[src/rtl/pipeline_hazard_ctrl_pkg.sv]
// Shared types and helpers for the pipeline hazard controller: shadow entries,
// memory-wait FSM states and the register-index width.
package pipeline_hazard_ctrl_pkg;

    localparam int unsigned REG_W = 4;

    localparam int unsigned SH_EX    = 0;
    localparam int unsigned SH_MEM   = 1;
    localparam int unsigned SH_WB    = 2;
    localparam int unsigned SH_DEPTH = 3;

    typedef struct packed {
        logic             valid;
        logic [REG_W-1:0] dest;
        logic             wbEn;
        logic             memRead;
    } shadow_t;

    typedef enum logic {
        ST_IDLE = 1'b0,
        ST_WAIT = 1'b1
    } mem_state_e;

    function automatic logic dest_match(
        input shadow_t          e,
        input logic             use1,
        input logic [REG_W-1:0] src1,
        input logic             use2,
        input logic [REG_W-1:0] src2
    );
        return e.valid & e.wbEn &
               ((use1 & (src1 == e.dest)) | (use2 & (src2 == e.dest)));
    endfunction

endpackage

[src/rtl/pipeline_hazard_ctrl_sat_counter.sv]
// Saturating up-counter with asynchronous active-low clear.
module sat_counter #(
    parameter int unsigned CNT_W = 16
) (
    input  logic             clk,
    input  logic             rst_n,
    input  logic             inc,
    output logic [CNT_W-1:0] count
);

    logic [CNT_W-1:0] count_q;
    logic [CNT_W-1:0] count_d;

    always_comb begin
        count_d = count_q;
        if (inc && (count_q != '1)) begin
            count_d = count_q + 1'b1;
        end
    end

    always_ff @(posedge clk or negedge rst_n) begin
        if (!rst_n) begin
            count_q <= '0;
        end else begin
            count_q <= count_d;
        end
    end

    assign count = count_q;

endmodule

[src/rtl/pipeline_hazard_ctrl.sv]
// Stall / bubble / flush / freeze sequencing for the 5-stage pipeline, decided
// from a registered shadow of the EX, MEM and WB writeback info.
module pipeline_hazard_ctrl
    import pipeline_hazard_ctrl_pkg::*;
#(
    parameter int unsigned MEM_TIMEOUT = 64,
    parameter int unsigned CNT_W       = 16
) (
    input  logic             clk,
    input  logic             rst_n,
    input  logic             forward_En,
    input  logic             id_valid,
    input  logic [REG_W-1:0] id_src1,
    input  logic [REG_W-1:0] id_src2,
    input  logic             id_use_src1,
    input  logic             id_use_src2,
    input  logic [REG_W-1:0] id_dest,
    input  logic             id_wbEn,
    input  logic             id_memRead,
    input  logic             branch_taken,
    input  logic             mem_req,
    input  logic             mem_ready,
    output logic             hazard_stall,
    output logic             flush,
    output logic             freeze,
    output logic             mem_timeout,
    output logic [CNT_W-1:0] stall_cnt,
    output logic [CNT_W-1:0] freeze_cnt
);

    localparam int unsigned    WAIT_W    = $clog2(MEM_TIMEOUT + 1);
    localparam logic [WAIT_W-1:0] WAIT_LAST = WAIT_W'(MEM_TIMEOUT - 1);

    shadow_t          pipe_q [SH_DEPTH];
    shadow_t          pipe_d [SH_DEPTH];
    mem_state_e       state_q;
    mem_state_e       state_d;
    logic [WAIT_W-1:0] wait_cnt_q;
    logic [WAIT_W-1:0] wait_cnt_d;
    logic             timeout_q;
    logic             timeout_d;

    logic match_ex;
    logic match_mem;
    logic hazard;
    logic freeze_c;
    logic flush_c;
    logic stall_c;

    // WB is deliberately not matched: the register file writes in the first half-cycle.
    assign match_ex  = id_valid & dest_match(pipe_q[SH_EX],  id_use_src1, id_src1,
                                             id_use_src2, id_src2);
    assign match_mem = id_valid & dest_match(pipe_q[SH_MEM], id_use_src1, id_src1,
                                             id_use_src2, id_src2);

    assign hazard = forward_En ? (match_ex & pipe_q[SH_EX].memRead)
                               : (match_ex | match_mem);

    // Gating by rst_n keeps every output low while reset is asserted.
    assign freeze_c = rst_n & mem_req & ~mem_ready;
    assign flush_c  = rst_n & branch_taken & ~freeze_c;
    assign stall_c  = rst_n & hazard & ~flush_c & ~freeze_c;

    assign freeze       = freeze_c;
    assign flush        = flush_c;
    assign hazard_stall = stall_c;
    assign mem_timeout  = timeout_q;

    always_comb begin
        for (int unsigned i = 0; i < SH_DEPTH; i++) begin
            pipe_d[i] = pipe_q[i];
        end
        if (!freeze_c) begin
            pipe_d[SH_WB]  = pipe_q[SH_MEM];
            pipe_d[SH_MEM] = pipe_q[SH_EX];
            if (flush_c || stall_c) begin
                pipe_d[SH_EX] = '0;
            end else begin
                pipe_d[SH_EX] = '{valid: id_valid, dest: id_dest,
                                  wbEn: id_wbEn, memRead: id_memRead};
            end
        end
    end

    // The wait counter parks at its last value once the sticky flag is due.
    always_comb begin
        state_d    = state_q;
        wait_cnt_d = wait_cnt_q;
        timeout_d  = timeout_q;
        case (state_q)
            ST_IDLE: begin
                if (freeze_c) begin
                    state_d    = ST_WAIT;
                    wait_cnt_d = '0;
                end
            end
            ST_WAIT: begin
                if (wait_cnt_q == WAIT_LAST) begin
                    timeout_d = 1'b1;
                end else begin
                    wait_cnt_d = wait_cnt_q + 1'b1;
                end
                if (mem_ready || !mem_req) begin
                    state_d = ST_IDLE;
                end
            end
            default: state_d = ST_IDLE;
        endcase
    end

    always_ff @(posedge clk or negedge rst_n) begin
        if (!rst_n) begin
            for (int unsigned i = 0; i < SH_DEPTH; i++) begin
                pipe_q[i] <= '0;
            end
            state_q    <= ST_IDLE;
            wait_cnt_q <= '0;
            timeout_q  <= 1'b0;
        end else begin
            for (int unsigned i = 0; i < SH_DEPTH; i++) begin
                pipe_q[i] <= pipe_d[i];
            end
            state_q    <= state_d;
            wait_cnt_q <= wait_cnt_d;
            timeout_q  <= timeout_d;
        end
    end

    sat_counter #(.CNT_W(CNT_W)) u_stall_cnt (
        .clk   (clk),
        .rst_n (rst_n),
        .inc   (stall_c),
        .count (stall_cnt)
    );

    sat_counter #(.CNT_W(CNT_W)) u_freeze_cnt (
        .clk   (clk),
        .rst_n (rst_n),
        .inc   (freeze_c),
        .count (freeze_cnt)
    );

endmodule

[config.mk]
export PLATFORM = sky130hd
export DESIGN_NAME = pipeline_hazard_ctrl
export DESIGN_NICKNAME = d
export VERILOG_FILES = /design/src/rtl/pipeline_hazard_ctrl_pkg.sv /design/src/rtl/pipeline_hazard_ctrl_sat_counter.sv /design/src/rtl/pipeline_hazard_ctrl.sv
export SDC_FILE = /design/constraint.sdc
export NUM_CORES = 1
export LEC_CHECK = 0
export CAP_MARGIN = 30
export CORE_MARGIN = 10
export CORE_UTILIZATION = 51
export CTS_CLUSTER_DIAMETER = 80
export DETAILED_ROUTE_END_ITERATION = 16
export PLACE_DENSITY = 0.8
export SYNTH_ARGS = -nofsm -noshare
export SYNTH_HDL_FRONTEND = slang
export SYNTH_SLANG_ARGS = --single-unit
[constraint.sdc]
create_clock -name clk -period 2.5 [get_ports clk]
set_clock_uncertainty 0.05 [all_clocks]
set_input_delay 0.5 -clock clk [delete_from_list [all_inputs] [get_ports clk]]
set_output_delay 0.5 -clock clk [all_outputs]
set_load 0.03 [all_outputs]
# After elaboration in Yosys (flattened, before gate mapping)
# Index checks and enable logic that the tools add are counted.
[word_totals]
register_bits = 54
latch_bits = 0
ramBits = 0
mem_bits_ro = 0
inputBits = 23
output_inout_bits = 36
wordCells = 64
mem_count = 0
[classes]
n_addsub = 3
mul = 0
n_div = 0
order_cmp = 0
eq_ne = 9
n_shift = 0
n_mux = 8
n_bitwise = 25
reduce_logical = 7
[ops]
columns = ["cell", "n"]
rows = [
  ["16-bit by 1-bit adder with 16-bit output, second input constant", 2],
  ["16-bit inequality test, second input constant", 2],
  ["7-bit 2-to-1 mux", 3],
  ["1-bit AND", 18],
  ["4-bit == test", 4],
  ["7-bit case mux with 2 select lines", 1],
  ["7-bit by 1-bit adder with 7-bit output, second input constant", 1],
  ["7-bit by 6-bit == test with 1-bit output, second input constant", 1],
  ["2-bit inequality test, second input constant", 2],
  ["1-bit inverter", 4],
  ["2-bit AND reduction", 2],
  ["1-bit 2-to-1 mux", 3],
  ["1-bit bitwise OR", 3],
  ["1-bit logical AND", 2],
  ["1-bit logical OR", 2],
  ["1-bit case mux with 2 select lines", 1],
  ["1-bit logical NOT", 1],
]

# Depth between registers and ports, before layout
# Gate-level depths: netlist of run 1.
[depth]
depth_word = 12
depth_mapped = 7
depth_no_buf = 7

# Hierarchy
# A second synthesis of run 1 with hierarchy kept.
[unflattened]
cells_unflattened = 277
area_unflattened_um2 = 2956.6
[modules_own_cells]
columns = ["module", "instances", "cells_each", "area_per_inst_um2", "seq_area_each_um2"]
rows = [
  ["sat_counter", 2, 72, 859.6, 400.4],
  ["pipeline_hazard_ctrl", 1, 133, 1237.4, 550.5],
]

# Least setup slack after synthesis of run 1
# OpenSTA, ideal clock, no wires.
[synth_timing]
path_type = "input -> output"
start = "input port id_src2[0]"
end = "output port hazard_stall"
arrival_time_ns = 1.567
path_slack_ns = 0.383
stages = 5
n_path_buf = 0
cell_sequence = "xnor2_1 -> nand4_1 -> o32ai_2 -> nor3_2 -> nor2_1"
[synth_via]
elab_chain_len = 10
[synth_rtl]
columns = ["element", "line_no", "text"]
rows = [
  ["from (decl)", "pipeline_hazard_ctrl.sv:14", "input logic [REG_W-1:0] id_src2,"],
  ["4-bit == test", "pipeline_hazard_ctrl_pkg.sv:32", "((use1 & (src1 == e.dest)) | (use2 & (src2 == e.dest)));"],
  ["1-bit AND", "pipeline_hazard_ctrl_pkg.sv:32", ""],
  ["1-bit bitwise OR", "pipeline_hazard_ctrl_pkg.sv:32", ""],
  ["1-bit AND", "pipeline_hazard_ctrl_pkg.sv:31", "return e.valid & e.wbEn &"],
  ["1-bit AND (on tied branches)", "pipeline_hazard_ctrl.sv:51, pipeline_hazard_ctrl.sv:53", ""],
  ["1-bit bitwise OR / 1-bit AND (equally long branches)", "pipeline_hazard_ctrl.sv:57, pipeline_hazard_ctrl.sv:56", ""],
  ["1-bit 2-to-1 mux *", "pipeline_hazard_ctrl.sv:56", "assign hazard = forward_En ? (match_ex & pipe_q[SH_EX].memRead)"],
  ["1-bit AND * (3 in a row)", "pipeline_hazard_ctrl.sv:62", "assign stall_c = rst_n & hazard & ~flush_c & ~freeze_c;"],
  ["to (decl)", "pipeline_hazard_ctrl.sv:23", "output logic hazard_stall,"],
]
# Every way passes the cells marked *; elsewhere a longest branch is shown, timed or not.

# Worst setup path in the final report of run 1
[layout_timing]
start = "input port forward_En"
end = "output port hazard_stall"
[layout_via]
elab_chain_len = 4
[layout_rtl]
columns = ["element", "line_no", "text"]
rows = [
  ["from (decl)", "pipeline_hazard_ctrl.sv:11", "input logic forward_En,"],
  ["1-bit 2-to-1 mux", "pipeline_hazard_ctrl.sv:56", ""],
  ["1-bit AND (3 in a row)", "pipeline_hazard_ctrl.sv:62", ""],
]
# Every way passes these cells.

==> results of run 1 <==
logic make-up (layout without fill, tap and decap cells):
kind of cell / after synthesis / in the layout / share of synthesized area
flops: 54 / 54 / 0.492
xor+xnor: 46 / 46 / 0.147
compound gates: 24 / 24 / 0.0710
fa+ha+maj: 3 / 3 / 0.0137
mux: 3 / 3 / 0.0123
simple gates: 111 / 111 / 0.242
buf+inv: 13 / 88 / 0.0223
timing repair:
item | CTS | global route
pin swaps | 3 | 0
setup endpoints to repair | 1 | 1
gates resized for setup | 4 | 1
hold endpoints to repair | 4 | 0
buffers inserted | 2 | 0
hold buffers | 1 | 0
cells in the mapped netlist:
cell type / count
nor2_1: 13
clkinv_4: 1
dfrtp_1: 54
mux2_2: 3
o32ai_2: 1
nor3_1: 7
o21ai_0: 8
a21oi_1: 1
nand4b_1: 1
clkbuf_1: 2
nand3_1: 17
nor4_4: 1
nand4_4: 1
and4_1: 2
nor4_2: 2
xor2_1: 20
nor4_1: 1
buf_6: 1
o21bai_1: 1
and3b_1: 1
inv_1: 9
and3_1: 6
and4b_1: 1
nor3_2: 7
nand3b_4: 1
o2111ai_1: 1
nor4b_2: 1
nand2b_1: 2
nor2b_1: 2
nand3_2: 1
a22o_1: 7
nand4_2: 1
nand4_1: 8
a41oi_2: 1
nand2_1: 33
and2b_1: 1
ha_1: 3
o311ai_2: 1
or3_1: 1
o211ai_1: 1
xnor2_1: 26
o211a_1: 1
o22ai_1: 1
how the worst max path moves through the flow:
stage	startpoint	slack (ns)	end
2_1_floorplan	id_src2[0]	0.38	hazard_stall
3_3_place_gp	id_src2[1]	0.02	hazard_stall
3_5_place_dp	id_src2[1]	-0.05	hazard_stall
4_1_cts	id_src1[0]	0.02	hazard_stall
5_1_grt	id_src1[2]	0.006	hazard_stall
6_report	forward_En	0.09	hazard_stall
per-layer routing:
| layer | share of wire | up-vias | track usage |
|---|---|---|---|
| met5 | 0 | - | 0 |
| met4 | 0.013 | 0 | 0.0514 |
| met3 | 0.041 | 6 | 0.0320 |
| met2 | 0.50 | 41 | 0.244 |
| met1 | 0.45 | 1037 | 0.185 |
| li1 | - | 1043 | - |
sequential cells by signal, summed over array words and instances, names as in the netlist:
signal,count
mem_timeout,1
state_q,1
wait_cnt_q,7
u_freeze_cnt.count,16
u_stall_cnt.count,16
pipe_q,13
power breakdown:
part           total (mW)  internal, mW  switching, mW
Combinational       0.407         0.191          0.217
Clock               0.588         0.301          0.288
Sequential           1.04         0.941         0.0964
worst max-delay path, cell delays in order:
cell	delay (ns)
clkdlybuf4s50_1	0.40
inv_1	0.10
nand3_1	0.14
o32ai_2	0.35
nor3_2	0.10
nor2_1	0.10
buf_4	0.17
final cells by class:
cell class | instances | area [sq um]
clock buffers | 5 | 68.8
inverters | 10 | 42.5
fillers | 396 | 1580
multi-input cells | 187 | 1340
repair buffers | 70 | 656
flip-flops and latches | 54 | 1350
well taps | 70 | 87.6
clock inverters | 3 | 43.8
metrics by stage:
step,hold slack (ns),power (mW)
2_1_floorplan,0.154,1.26
3_3_place_gp,0.330,1.44
3_5_place_dp,0.329,1.46
4_1_cts,0.179,2.06
5_1_grt,0.183,2.14
6_report,0.183,2.03
cell usage in the layout (no fill, tap or decap), types with 2 or more instances in the layout:
cell type | synthesis | layout
nor3_2 | 7 | 8
inv_1 | 9 | 9
xnor2_1 | 26 | 26
clkbuf_8 | 0 | 5
nor4_2 | 2 | 2
and4_1 | 2 | 2
a22o_1 | 7 | 7
nand2_1 | 33 | 33
mux2_2 | 3 | 3
clkdlybuf4s50_1 | 0 | 50
dfrtp_1 | 54 | 54
nand3_1 | 17 | 17
nand2b_1 | 2 | 2
nor2_1 | 13 | 13
nor2b_1 | 2 | 2
buf_4 | 0 | 14
dlygate4sd2_1 | 0 | 4
nand4_1 | 8 | 8
xor2_1 | 20 | 20
ha_1 | 3 | 3
and3_1 | 6 | 6
nor3_1 | 7 | 6
o21ai_0 | 8 | 8
==> results by group, run 1 <==
Status
  – Status: complete, no violations

Detailed routing
  – DR vias/cell: 5.33
  – DR WL/cell: 15.6 microns
  – Drt total wl: 6.23 mm
  – Total iterations of the first detailed-routing run: 4
  – Iter 0 DRT Violations: 121
  – Antenna violation net count after detailed routing: 0
  – Residual DRC: 0
  – DR vias: 2127

Synth
  – Syn Nets: 280
  – Area leader, netlist: dfrtp_1
  – Post-synthesis sequential area ratio: 0.492
  – Mapped Area: 2750 sq um
  – YS warnings: 0
  – Post-synth top area share: 0.492
  – Register bit total from synthesis: 54
  – Count of different cell masters after synthesis: 43
  – Cells after Synth: 254
  – Largest cells by area after synthesis: dfrtp_1 (49%), xnor2_1 (8.3%), xor2_1 (6.4%)
  – Syn avg cell area: 10.8 sq um

Timing
  – Minimum clock period after layout: 2.41 ns
  – Tcrit/Tclk final: 0.965
  – RSZ-0062 raised after global routing: false
  – Final hold vios: 0
  – Final setup violation count: 0
  – Max-slew headroom: 0.676
  – Tightest Pin Transition: 0.486 ns
  – Final max-slew violation count: 0
  – TNS Setup: 0 ns
  – Worst setup margin: 0.0878 ns
  – Max Freq: 415 MHz

Pwr
  – Leakage: 1.65 nW
  – P per Cell Area: 566 nW/um^2
  – VDD IR max: 0.000677 V

Clock network
  – CTS Buffer Depth: 2
  – TritonCTS Buffers: 5
  – CTS Root Cell: clkbuf_8
  – CTS tree: yes
  – CTS Sinks: 54
  – Worst-path clk slew: 0.10 ns
  – Worst-Skew Late Latency: 0.30 ns
  – H-tree levels: 2

Global route
  – First-pass GRT wire length: 10.6 mm
  – Vias in the first global route: 2179
  – Grt ovf: 0
  – Largest net degree at the start of global routing: 27
  – GRT Util Overall: 0.147
  – Initial antenna violation count: 0

Final layout
  – Diodes inserted: 0
  – Finished Cell Area: 3590 sq um
  – Layout Cells excl Fill: 399
  – NumNets Final: 354
  – Area grow syn2layout: 30.6%
  – Layout cells sized above 1: 0.140
  – Post-Route Utilization: 0.694

Critical path
  – R2R Path Start: pipe_q[12]$_DFFE_PN0N_
  – WP data required: 1.95 ns
  – CP startpoint kind: input pin
  – Reg2Reg Setup Slack: 0.38 ns
  – CP Data Arrival Time: 1.86 ns
  – Worst r2r path cells: 8
  – Max FO, Critical Path: 3
  – R2R Path End: u_stall_cnt.count[15]$_DFFE_PN0P_
  – Crit path kind: in2out
  – Worst Setup End Kind: output port

Floorplan
  – Cell Rows: 26
  – Die Ht: 93.4 microns
  – Horiz. Die Dim: 93.4 microns
  – Initial Utilization: 0.531
  – Die area: 8720 sq um
  – Core footprint: 5170 sq um
  – I/O pins: 59

Min path
  – Worst Hold Class: in2async

Place
  – Pre-CTS setup slack: -0.0466 ns
  – Dpl cells: 388
  – Detailed Place HPWL: 4.78 mm
  – IO buf count: 58
  – Placed Area: 3450 sq um
  – RePlAce Congestion: 0.816

Flow run
  – Max cap viols: 0
No activity file was read; power rests on OpenSTA's default activity.
==> run 2, diff against run 1 <==
--- a/config.mk
+++ b/config.mk
@@ -6,7 +6,7 @@
 export NUM_CORES = 1
 export LEC_CHECK = 0
 export CAP_MARGIN = 30
-export CORE_MARGIN = 10
+export CORE_ASPECT_RATIO = 0.9
 export CORE_UTILIZATION = 51
 export CTS_CLUSTER_DIAMETER = 80
 export DETAILED_ROUTE_END_ITERATION = 16
==> run 2 against run 1 <==
Critical endpoint unchanged. Cell area fell by 0.38%. Global-route usage rose by 8.1 points. Clock power fell by 15%. First-iteration DRC count fell by 22%. Fmax rose by 1.5%. Critical path depth did not move. Utilization rose by 1.9 points. Count of clock-buffer cells in the layout rose by 2. Hold slack got worse by 0.0074 ns. Total power fell by 4.6%. Sequential power barely moved.
==> results by group, run 2 (same netlist as run 1, synthesis figures left out) <==
Final layout
  – NumNets Final: 352
  – Register area: 1350 sq um
  – Most frequent cells in the layout: dfrtp_1 (54), clkdlybuf4s50_1 (47), nand2_1 (33)
  – Most common cell after layout, fill and taps aside: dfrtp_1
  – Layout Cells excl Fill: 392
  – Footprint of the multi-input gates: 1350 sq um
  – Fill count: 362
  – Area grow syn2layout: 30.1%
  – Layout cells sized above 1: 0.138
  – Finished Cell Area: 3580 sq um
  – Diodes inserted: 0

Floorplan
  – I/O pins: 59
  – Core footprint: 5010 sq um
  – Initial Utilization: 0.548
  – Cell Rows: 24
  – Horiz. Die Dim: 79.4 microns
  – Die Ht: 71.6 microns
  – Die area: 5690 sq um

Place
  – Detailed Place HPWL: 4.42 mm
  – Dpl cells: 382
  – Placed Area: 3450 sq um
  – IO buf count: 58
  – RePlAce Congestion: 0.796

Pwr
  – Sequential share of power: 0.537
  – NetSw: 0.586 mW
  – VDD IR max: 0.000491 V
  – Switching part of the total: 0.302
  – Leakage: 1.67 nW
  – Internal power: 1.35 mW
  – P per Cell Area: 542 nW/um^2
  – Clock power share: 0.258
  – Logic pwr share: 0.206

Timing
  – Final max-slew violation count: 0
  – Final hold vios: 0
  – RSZ-0062 raised after global routing: false
  – Tcrit/Tclk final: 0.951
  – Final setup violation count: 0
  – Max-slew headroom: 0.648
  – Hold_ws: 0.176 ns
  – Tightest Pin Transition: 0.527 ns
  – Minimum clock period after layout: 2.38 ns
  – Max Freq: 421 MHz

Detailed routing
  – Total iterations of the first detailed-routing run: 4
  – DR vias/cell: 5.39
  – DR WL/cell: 14.9 microns
  – DR vias: 2112
  – Drt total wl: 5.84 mm
  – Residual DRC: 0
  – Antenna violation net count after detailed routing: 0
  – Iter 0 DRT Violations: 94

Critical path
  – Max FO, Critical Path: 2
  – WP data required: 1.95 ns
  – Crit path kind: in2out
  – CP startpoint kind: input pin
  – Reg2Reg Setup Slack: 0.44 ns
  – Worst Setup End Kind: output port
  – CP Data Arrival Time: 1.83 ns

Min path
  – Worst Hold Class: in2async

Clock network
  – CTS Sinks: 54
  – H-tree levels: 2
  – CTS Root Cell: clkbuf_8
  – CTS tree: yes
  – TritonCTS Buffers: 5
  – Worst-path clk slew: 0.09 ns
  – CTS Buffer Depth: 2
  – Worst-Skew Late Latency: 0.31 ns

Global route
  – GRT Util Overall: 0.228
  – First-pass GRT wire length: 9.92 mm
  – Largest net degree at the start of global routing: 27
  – Grt ovf: 0
  – Vias in the first global route: 2076
  – Initial antenna violation count: 0

Status
  – Status: complete, no violations

Flow run
  – Max cap viols: 0
## run 2: cell types whose count changed in the layout (fill, tap and decap cells not counted), sizes merged
cell           before  now
clkbuf              5    7
dlymetal6s2s        0    3
buf                15   13
clkdlybuf4s50      50   47
inv                10    9
bufinv              1    0
## run 2: worst paths after layout
check	start	to	depth (start not counted)
max in group asynchronous	rst_n	pipe_q[17]$_DFFE_PN0N_	2
setup / recovery	id_src2[3]	hazard_stall	7
setup reg to reg	pipe_q[9]$_DFFE_PN0N_	u_stall_cnt.count[8]$_DFFE_PN0P_	8
min in group clk	u_stall_cnt.count[10]$_DFFE_PN0P_	u_stall_cnt.count[10]$_DFFE_PN0P_	1
hold / removal	rst_n	u_stall_cnt.count[12]$_DFFE_PN0P_	2
hold reg to reg	u_stall_cnt.count[10]$_DFFE_PN0P_	u_stall_cnt.count[10]$_DFFE_PN0P_	1
## run 2: cell type report
cell class / instances / area share
clock buffers: 7 / 0.0241
inverters: 10 / 0.0119
repair buffers: 68 / 0.185
flip-flops and latches: 54 / 0.378
multi-input cells: 187 / 0.377
well taps: 65 / 0.0227
clock inverters: 1 / 0.00140
## run 2: power by group through the flow
stage / registers, mW / clock network [mW] / logic, mW
floorplan: 1.11 / 0 / 0.152
global placement: 1.05 / 0 / 0.386
detailed placement: 1.05 / 0 / 0.401
CTS: 1.04 / 0.511 / 0.402
global route: 1.05 / 0.554 / 0.431
finish: 1.04 / 0.499 / 0.399
## run 2: metrics by stage
stage	setup slack [ns]	total power [mW]	TNS, ns	util
final	0.122	1.94	0	0.713
after detailed placement	-0.0229	1.45	-0.0253	0.688
after global routing	0.00447	2.04	0	0.713
after CTS	0.0299	1.95	0	0.709
after global placement	0.000185	1.44	0	0.688
after floorplan	0.383	1.26	0	-
## run 2: per-layer routing
layer  part of all wire  vias up  global-route usage  wire length (microns)
met2               0.49       48               0.373                   2880
met3              0.039        9              0.0497                    229
li1                   -     1030                   -                      -
met5                  0        -                   0                      0
met1               0.45     1025               0.299                   2650
met4              0.014        0              0.0848                     84
## run 2: repair_timing
| item | CTS | global route |
|---|---|---|
| resized for setup | 4 | 6 |
| endpoints found under the hold margin | 4 | 0 |
| pin swaps | 3 | 6 |
| buffers inserted | 1 | 0 |
| hold buffers | 1 | 0 |
| endpoints found under the setup margin | 1 | 1 |
## run 2: critical path, cell delays in order
cell	delay (ns)
dlygate4sd2_1	0.28
xnor2_2	0.18
nand4_1	0.12
o32ai_2	0.35
nor3_2	0.10
nor2_1	0.13
buf_4	0.17
==> run 3, diff against run 2 <==
--- a/config.mk
+++ b/config.mk
@@ -6,11 +6,14 @@
 export NUM_CORES = 1
 export LEC_CHECK = 0
 export CAP_MARGIN = 30
+export CELL_PAD_IN_SITES_DETAIL_PLACEMENT = 2
+export CELL_PAD_IN_SITES_GLOBAL_PLACEMENT = 2
 export CORE_ASPECT_RATIO = 0.9
-export CORE_UTILIZATION = 51
+export CORE_UTILIZATION = 32
 export CTS_CLUSTER_DIAMETER = 80
 export DETAILED_ROUTE_END_ITERATION = 16
-export PLACE_DENSITY = 0.8
+export PLACE_DENSITY_LB_ADDON = 0.1
 export SYNTH_ARGS = -nofsm -noshare
 export SYNTH_HDL_FRONTEND = slang
 export SYNTH_SLANG_ARGS = --single-unit
+export TNS_END_PERCENT = 100
==> run 3 against run 2 <==
Wire length up 25%. Total power increased by 5.2%. Clock power rose by 19%. Sequential share of layout area down 0.98 points. Critical path type unchanged. Utilization down 26 points. Final cell count increased by 13%. Global-route usage decreased by 5.2 points.
==> results by group, run 3 (same netlist as run 1, synthesis figures left out) <==
Timing
  – Final max-slew violation count: 0
  – Tightest Pin Transition: 0.541 ns
  – Final setup violation count: 0
  – Tcrit/Tclk final: 0.975
  – RSZ-0062 raised after global routing: true
  – Worst setup margin: 0.0633 ns
  – Minimum clock period after layout: 2.44 ns
  – Max-slew headroom: 0.639
  – Max Freq: 410 MHz
  – Final hold vios: 0

Critical path
  – Worst path bufs/invs: 3
  – CP startpoint kind: input pin
  – CP max stage delay: 0.51 ns
  – WP data required: 1.95 ns
  – Delay-heaviest family, CP: buffers and inverters
  – Max FO, Critical Path: 2
  – Crit path kind: in2out
  – Worst Setup End Kind: output port
  – Critical-path top delay cell: clkdlybuf4s50_1
  – CP Data Arrival Time: 1.89 ns
  – Critical-path cell list: clkdlybuf4s50_1 > xor2_1 > nor3_2 > buf_4 > nor3_2 > nor2_1 > buf_4

Clock network
  – H-tree levels: 2
  – CTS Buffer Depth: 2
  – TritonCTS Buffers: 5
  – Worst-Skew Late Latency: 0.30 ns
  – CTS Root Cell: clkbuf_8
  – CTS Sinks: 54
  – Cts-stage hold buffer count: 0
  – CTS tree: yes
  – Worst-path clk slew: 0.09 ns

Global route
  – Largest net degree at the start of global routing: 43
  – GRT Util Overall: 0.176
  – Initial antenna violation count: 0
  – Grt ovf: 0
  – First-pass GRT wire length: 12.5 mm
  – Vias in the first global route: 2382

Floorplan
  – Cell Rows: 31
  – Horiz. Die Dim: 99.7 microns
  – Initial Utilization: 0.336
  – Die Ht: 89.9 microns
  – I/O pins: 59
  – Core footprint: 8180 sq um
  – Die area: 8960 sq um

Detailed routing
  – DR vias/cell: 4.91
  – Antenna violation net count after detailed routing: 0
  – Total iterations of the first detailed-routing run: 4
  – DR vias: 2180
  – Iter 0 DRT Violations: 63
  – Drt total wl: 7.32 mm
  – Residual DRC: 0
  – DR WL/cell: 16.5 microns

Place
  – RePlAce Congestion: 0.749
  – Pre-CTS setup slack: -0.0940 ns
  – Detailed Place HPWL: 5.42 mm
  – IO buf count: 58

Final layout
  – Post-Route Utilization: 0.449
  – Diodes inserted: 0
  – Register area: 1350 sq um
  – Footprint of the multi-input gates: 1350 sq um
  – Most frequent cells in the layout: dfrtp_1 (54), clkdlybuf4s50_1 (47), nand2_1 (33)
  – Most common cell after layout, fill and taps aside: dfrtp_1
  – NumNets Final: 355
  – Area grow syn2layout: 33.6%
  – Layout cells sized above 1: 0.149
  – Fill count: 856

Status
  – Status: complete, no violations

Pwr
  – Leakage: 1.68 nW
  – P per Cell Area: 556 nW/um^2
  – VDD IR max: 0.000519 V

Flow run
  – Max cap viols: 0

Min path
  – Worst Hold Class: in2async
## run 3: path summary, 6_finish.rpt
path,from,to,slack (ns),depth (start not counted)
max in group asynchronous,rst_n,state_q$_DFF_PN0_,1.68,2
hold / removal,rst_n,u_stall_cnt.count[9]$_DFFE_PN0P_,0.21,2
setup reg to reg,pipe_q[17]$_DFFE_PN0N_,u_stall_cnt.count[1]$_DFFE_PN0P_,0.27,9
setup / recovery,id_src1[1],hazard_stall,0.06,7
min in group clk,mem_timeout$_DFFE_PN0P_,mem_timeout$_DFFE_PN0P_,0.44,1
hold reg to reg,mem_timeout$_DFFE_PN0P_,mem_timeout$_DFFE_PN0P_,0.44,1
## run 3: timing repair
item                                    CTS  global route
buffers inserted                          3             2
endpoints found under the setup margin    1             1
gates resized for setup                   9             2
gates cloned                              0             0
pin swaps                                 6             4
## run 3: power breakdown
part	switching [mW]	internal (mW)	total (mW)
registers	0.102	0.941	1.04
clock network	0.275	0.321	0.596
logic	0.217	0.184	0.401
## run 3: per-layer routing
layer / vias to the layer above / global-route usage / part of all wire / wire length (microns)
li1: 1034 / - / - / -
met1: 1108 / 0.253 / 0.50 / 3660
met2: 33 / 0.277 / 0.47 / 3440
met3: 5 / 0.0249 / 0.022 / 163
met4: 0 / 0.0441 / 0.0083 / 61
met5: - / 0 / 0 / 0
## run 3: layout make-up
type                    instances  area share
clock buffers                   6      0.0225
repair buffers                 71       0.182
multi-input cells             187       0.368
well taps                     115      0.0392
inverters                      10      0.0116
flip-flops and latches         54       0.368
clock inverters                 1     0.00818
## run 3: through the flow
step	TNS, ns	power [mW]	cell area [sq um]	instances	hold slack, ns
CTS	0	2.08	3650	442	0.208
global placement	-0.159	1.45	3510	432	0.409
detailed placement	-0.394	1.46	3510	432	0.419
finish	0	2.04	3670	444	0.209
floorplan	0	1.26	2750	254	0.154
global route	-0.0320	2.15	3670	444	0.210
